File: src/rtl/pass_lock_fsm.sv
// pass_lock_fsm: sequential code lock.
// Collects DIGITS digits, one per digit_valid strobe, and compares each digit
// against the stored code as it arrives. A full match opens the lock. Too many
// failed attempts start a timed lockout with alarm.
// Optional macro PASS_LOCK_REPROG_EN: while the lock is open, prog_valid loads a
// new code. When the macro is undefined, the stored code is fixed at
// DEFAULT_PASS.
//
// state   | meaning
// --------+------------------------------------------------------------
// ENTRY   | collecting digits, building the sticky mismatch flag
// CHECK   | one-cycle evaluation of the completed entry (busy=1)
// OPEN    | lock open; relocks on lock_req or on open-timer expiry
// LOCKOUT | timed penalty after MAX_TRIES failures (alarm=1)
module pass_lock_fsm #(
  parameter int                        PASS_W       = 4,
  parameter int                        DIGITS       = 4,
  parameter logic [PASS_W*DIGITS-1:0]  DEFAULT_PASS = 16'h4321,
  parameter int                        MAX_TRIES    = 3,
  parameter int                        LOCK_CYCLES  = 16,
  parameter int                        OPEN_CYCLES  = 32
) (
  input  logic                             clk,
  input  logic                             rst_n,
  input  logic [PASS_W-1:0]                digit_in,
  input  logic                             digit_valid,
  input  logic                             clear,
  input  logic                             lock_req,
  input  logic                             prog_valid,
  input  logic [PASS_W*DIGITS-1:0]         prog_code,
  output logic                             unlocked,
  output logic                             alarm,
  output logic                             busy,
  output logic [$clog2(MAX_TRIES+1)-1:0]   tries_left,
  output logic [$clog2(DIGITS+1)-1:0]      digit_cnt
);

  localparam int CW   = $clog2(DIGITS+1);
  localparam int TRW  = $clog2(MAX_TRIES+1);
  localparam int TMAX = (OPEN_CYCLES > LOCK_CYCLES) ? OPEN_CYCLES : LOCK_CYCLES;
  localparam int TW   = (TMAX > 1) ? $clog2(TMAX) : 1;

  // Timers are down-counters loaded with (duration-1) on state entry; the exit
  // fires when they reach zero, so the state lasts exactly 'duration' clocks.
  localparam logic [TW-1:0]  OPEN_LOAD  = TW'((OPEN_CYCLES > 0) ? OPEN_CYCLES - 1 : 0);
  localparam logic [TW-1:0]  LOCK_LOAD  = TW'(LOCK_CYCLES - 1);
  localparam logic [TRW-1:0] TRIES_INIT = TRW'(MAX_TRIES);
  localparam logic [CW-1:0]  LAST_IDX   = CW'(DIGITS - 1);

  typedef enum logic [1:0] {ENTRY, CHECK, OPEN, LOCKOUT} state_t;

  state_t                    state;
  logic                      mismatch;
  logic [TW-1:0]             timer;
  logic [PASS_W*DIGITS-1:0]  code;
  logic [PASS_W-1:0]         cur_digit;

`ifdef PASS_LOCK_REPROG_EN
  // Stored code register: reloadable only while open, restored on reset.
  always_ff @(posedge clk) begin
    if (!rst_n)
      code <= DEFAULT_PASS;
    else if (state == OPEN && prog_valid)
      code <= prog_code;
  end
`else
  assign code = DEFAULT_PASS;

  // Programming port is present for pin compatibility only.
  logic unused_prog;
  assign unused_prog = ^{prog_valid, prog_code};
`endif

  // Select the stored digit that the next entered digit is compared against.
  always_comb begin
    cur_digit = '0;
    for (int i = 0; i < DIGITS; i++)
      if (digit_cnt == CW'(i))
        cur_digit = code[i*PASS_W +: PASS_W];
  end

  // Main FSM with registered outputs.
  always_ff @(posedge clk) begin
    if (!rst_n) begin
      state      <= ENTRY;
      digit_cnt  <= '0;
      mismatch   <= 1'b0;
      tries_left <= TRIES_INIT;
      unlocked   <= 1'b0;
      alarm      <= 1'b0;
      busy       <= 1'b0;
      timer      <= '0;
    end else begin
      case (state)
        ENTRY: begin
          if (clear) begin
            digit_cnt <= '0;
            mismatch  <= 1'b0;
          end else if (digit_valid) begin
            mismatch  <= mismatch | (digit_in != cur_digit);
            digit_cnt <= digit_cnt + 1'b1;
            if (digit_cnt == LAST_IDX) begin
              state <= CHECK;
              busy  <= 1'b1;
            end
          end
        end

        CHECK: begin
          busy      <= 1'b0;
          digit_cnt <= '0;
          mismatch  <= 1'b0;
          if (!mismatch) begin
            state      <= OPEN;
            unlocked   <= 1'b1;
            tries_left <= TRIES_INIT;
            timer      <= OPEN_LOAD;
          end else if (tries_left > TRW'(1)) begin
            state      <= ENTRY;
            tries_left <= tries_left - 1'b1;
          end else begin
            state      <= LOCKOUT;
            alarm      <= 1'b1;
            tries_left <= '0;
            timer      <= LOCK_LOAD;
          end
        end

        OPEN: begin
          // lock_req and timer expiry in the same cycle collapse to one relock.
          if (lock_req || (OPEN_CYCLES > 0 && timer == '0)) begin
            state    <= ENTRY;
            unlocked <= 1'b0;
          end else if (OPEN_CYCLES > 0) begin
            timer <= timer - 1'b1;
          end
        end

        LOCKOUT: begin
          if (timer == '0) begin
            state      <= ENTRY;
            alarm      <= 1'b0;
            tries_left <= TRIES_INIT;
          end else begin
            timer <= timer - 1'b1;
          end
        end

        default: begin
          state <= ENTRY;
        end
      endcase
    end
  end

endmodule

File: config.mk
export PLATFORM = sky130hd
export DESIGN_NAME = pass_lock_fsm
export DESIGN_NICKNAME = d
export VERILOG_FILES = /design/src/rtl/pass_lock_fsm.sv
export SDC_FILE = /design/constraint.sdc
export NUM_CORES = 1
export LEC_CHECK = 0
export ABC_AREA = 1
export CAP_MARGIN = 20
export CORE_MARGIN = 3
export CORE_UTILIZATION = 40
export DETAILED_ROUTE_END_ITERATION = 16
export GPL_TIMING_DRIVEN = 0
export PLACE_DENSITY = 0.85
export SLEW_MARGIN = 30
export SYNTH_ARGS = -nofsm -noshare
export SYNTH_HDL_FRONTEND = slang
export SYNTH_SLANG_ARGS = --single-unit
File: constraint.sdc
create_clock -name clk -period 1.5 [get_ports clk]
set_clock_uncertainty 0.2 [all_clocks]
set_input_delay 0.3 -clock clk [delete_from_list [all_inputs] [get_ports clk]]
set_output_delay 0.3 -clock clk [all_outputs]
set_load 0.01 [all_outputs]
==> impl_metrics.yaml <==
floorplanning:
  die_w_um: 55.7
  core_um2: 2280
  die_h_um: 55.7
  pin_count: 34
  initial_core_util_pct: 43.5
  dieArea_um2: 3110
  rows: 17
clock_tree:
  clk_pin_slew_ns: 0.09
  cts_max_path_buffers: 2
  cts_root_buf: "clkbuf_4"
  cts_htree_levels: 1
  clkLatencyLatePin_ns: 0.29
  cts.sinks: 16
  cts_tree: "done"
  cts_hold_buffers: 0
  cts_inserted_buffers: 3
worst_setup_path:
  critPathCaptureType: "flop"
  cp.buffers_inverters: 2
  critical_path.top_delay_family: "simple AND/OR/NAND/NOR gates"
  cpMaxStageDelayCell: "dfxtp_2"
  cp_max_fo: 6
  arrival_ns: 1.57
  cp.required_ns: 1.52
  path_cells: "inv_4 > ha_4 > inv_2 > nor2_4 > nand2_2 > nand2_4 > nand2_8 > nand2_8 > nand2_2 > a21oi_2"
  crit_path_start_kind: "flop"
  crit_path_max_incr_delay_ns: 0.35
  critical_path_class: "flop to flop"
logic_synthesis:
  syn_avg_cell_area_um2: 6.60
  yosys_warnings: 0
  synth_cell_types: 23
  syn-num-nets: 182
  synthTopCellsByArea: "dfxtp_1 (32%), nand2_1 (16%), inv_1 (9.1%)"
  yosysSeqAreaShare_pct: 32.4
  synth_seq_cells: 16
  synthCells: 150
  yosys.area.top_type: "dfxtp_1"
  synth_top_cell_area_share_pct: 32.4
  netlist_area_um2: 990
global_route:
  track_usage_pct: 16.8
  antenna_found_initial: 0
  first_global_vias: 1063
  grt_max_degree: 11
  overflow: 0
  grt_pass1_wl_mm: 4.31
timing:
  fin_ws_ns: -0.0507
  setup_viol: 7
  max_freq_mhz: 645
  relSlewSlack_pct: 81.2
  worstMarginPinSlew_ns: 0.281
  hold_violations: 0
  finalMaxSlewViolations: 0
  layout_min_cycle_time_ns: 1.55
  min_period_over_period_pct: 103
  rsz0062_at_grt: "true"
power:
  p_total_mw: 1.17
  power_density_nw_per_um2: 788
  peakVddDrop_mv: 0.708
  power.leakage_nw: 0.677
placed_design:
  dp_hpwl_mm: 1.72
  port_buffers: 16
  gp_congestion: 0.785
  place_area_um2: 1190
route:
  firstDrtPassIters: 4
  drc: 0
  ant_nets: 0
  num_vias: 1115
  viasPerCell: 5.33
  drtIter0Drc: 48
  routed_wl_mm: 2.88
  drt-wirelength-per-cell_um: 13.8
status:
  status: "finished with violations"
  violations: "negative setup slack"
layout:
  final_common_cell: "nand2_1"
  finalNetCount: 214
  postLayoutCellArea_um2: 1490
  drive_above_1_share_pct: 33.7
  final_core_util_pct: 65.3
  syn2layout_area_growth_pct: 50.1
  final_cell_mix: "nand2_1 (36), inv_1 (20), dfxtp_1 (11)"
  diodes: 0
hold_path:
  hp-class: "flop to flop"
run:
  drv_cap: 0
==> what timing repair did <==
action / 4_1_cts / 5_1_grt
setup buffers: 8 / 3
setup endpoints to repair: 19 / 13
resized for setup: 32 / 27
pin swaps: 11 / 15
==> synth_stat cells <==
cell type / number
a211oi_1: 2
a21oi_1: 11
a31oi_1: 1
buf_4: 1
clkinv_1: 2
dfxtp_1: 16
ha_1: 6
inv_1: 24
inv_2: 2
nand2_1: 43
nand2_2: 3
nand2_4: 2
nand3_1: 8
nand3_2: 1
nand3b_1: 3
nand4_1: 1
nor2_1: 13
nor2_4: 2
nor3_1: 2
o211ai_1: 1
o21ai_0: 4
o21ai_2: 1
or2_2: 1
==> per-stage QoR <==
stage / std cells / setup TNS, ns / hold slack, ns / setup slack (ns)
2_1_floorplan: 150 / 0 / 0.241 / 0.0171
3_3_place_gp: 194 / -1.22 / 0.239 / -0.200
6_report: 209 / -0.274 / 0.261 / -0.0507
4_1_cts: 206 / -0.0778 / 0.268 / -0.0321
3_5_place_dp: 194 / -1.57 / 0.252 / -0.195
5_1_grt: 209 / -1.23 / 0.282 / -0.130
==> cell families after synthesis <==
family / synth area share, %
simple gates: 37.3
compound gates: 11.4
buf+inv: 11.4
fa+ha+maj: 7.59
flops: 32.4
==> path summary, 6_finish.rpt <==
| check | startpoint | to | slack, ns | depth (start not counted) |
|---|---|---|---|---|
| worst min register to register | alarm$_SDFFE_PN0P_ | alarm$_SDFFE_PN0P_ | 0.26 | 2 |
| worst max-delay path | timer[0]$_SDFFE_PN0P_ | timer[1]$_SDFFE_PN0P_ | -0.05 | 10 |
| worst min-delay path | alarm$_SDFFE_PN0P_ | alarm$_SDFFE_PN0P_ | 0.26 | 2 |
| worst max register to register | timer[0]$_SDFFE_PN0P_ | timer[1]$_SDFFE_PN0P_ | -0.05 | 10 |
==> per-layer routing <==
layer | vias up | share of wire, % | GRT usage (%)
met5 | - | 0 | 0
met4 | 0 | 3.0 | 8.68
met3 | 12 | 5.9 | 3.25
met2 | 46 | 48 | 29.1
met1 | 518 | 43 | 19.5
li1 | 539 | - | -
==> tightest hold or removal path, cell delays in order (launching register included) <==
cell and delay (ns):
dfxtp_1 0.32, inv_1 0.05, a21oi_1 0.05
==> layout make-up <==
| type | instances | area (um2) |
|---|---|---|
| repair buffers | 27 | 244 |
| multi-input cells | 105 | 719 |
| fillers | 162 | 791 |
| flip-flops and latches | 16 | 329 |
| well taps | 28 | 35.0 |
| plain buffers | 1 | 7.51 |
| clock buffers | 4 | 36.3 |
| inverters | 28 | 114 |
==> registers in the layout (all words and copies together), names as in the netlist <==
signal      count
alarm           1
busy            1
digit_cnt       3
mismatch        1
state           2
timer           5
tries_left      2
unlocked        1
==> where the power goes <==
group | total, mW | leakage (nW) | switching (mW) | internal [mW]
sequential | 0.484 | 0.132 | 0.0336 | 0.450
clock | 0.294 | 0.0210 | 0.146 | 0.148
combinational | 0.392 | 0.524 | 0.217 | 0.175
(Power assumes the default switching activity.)
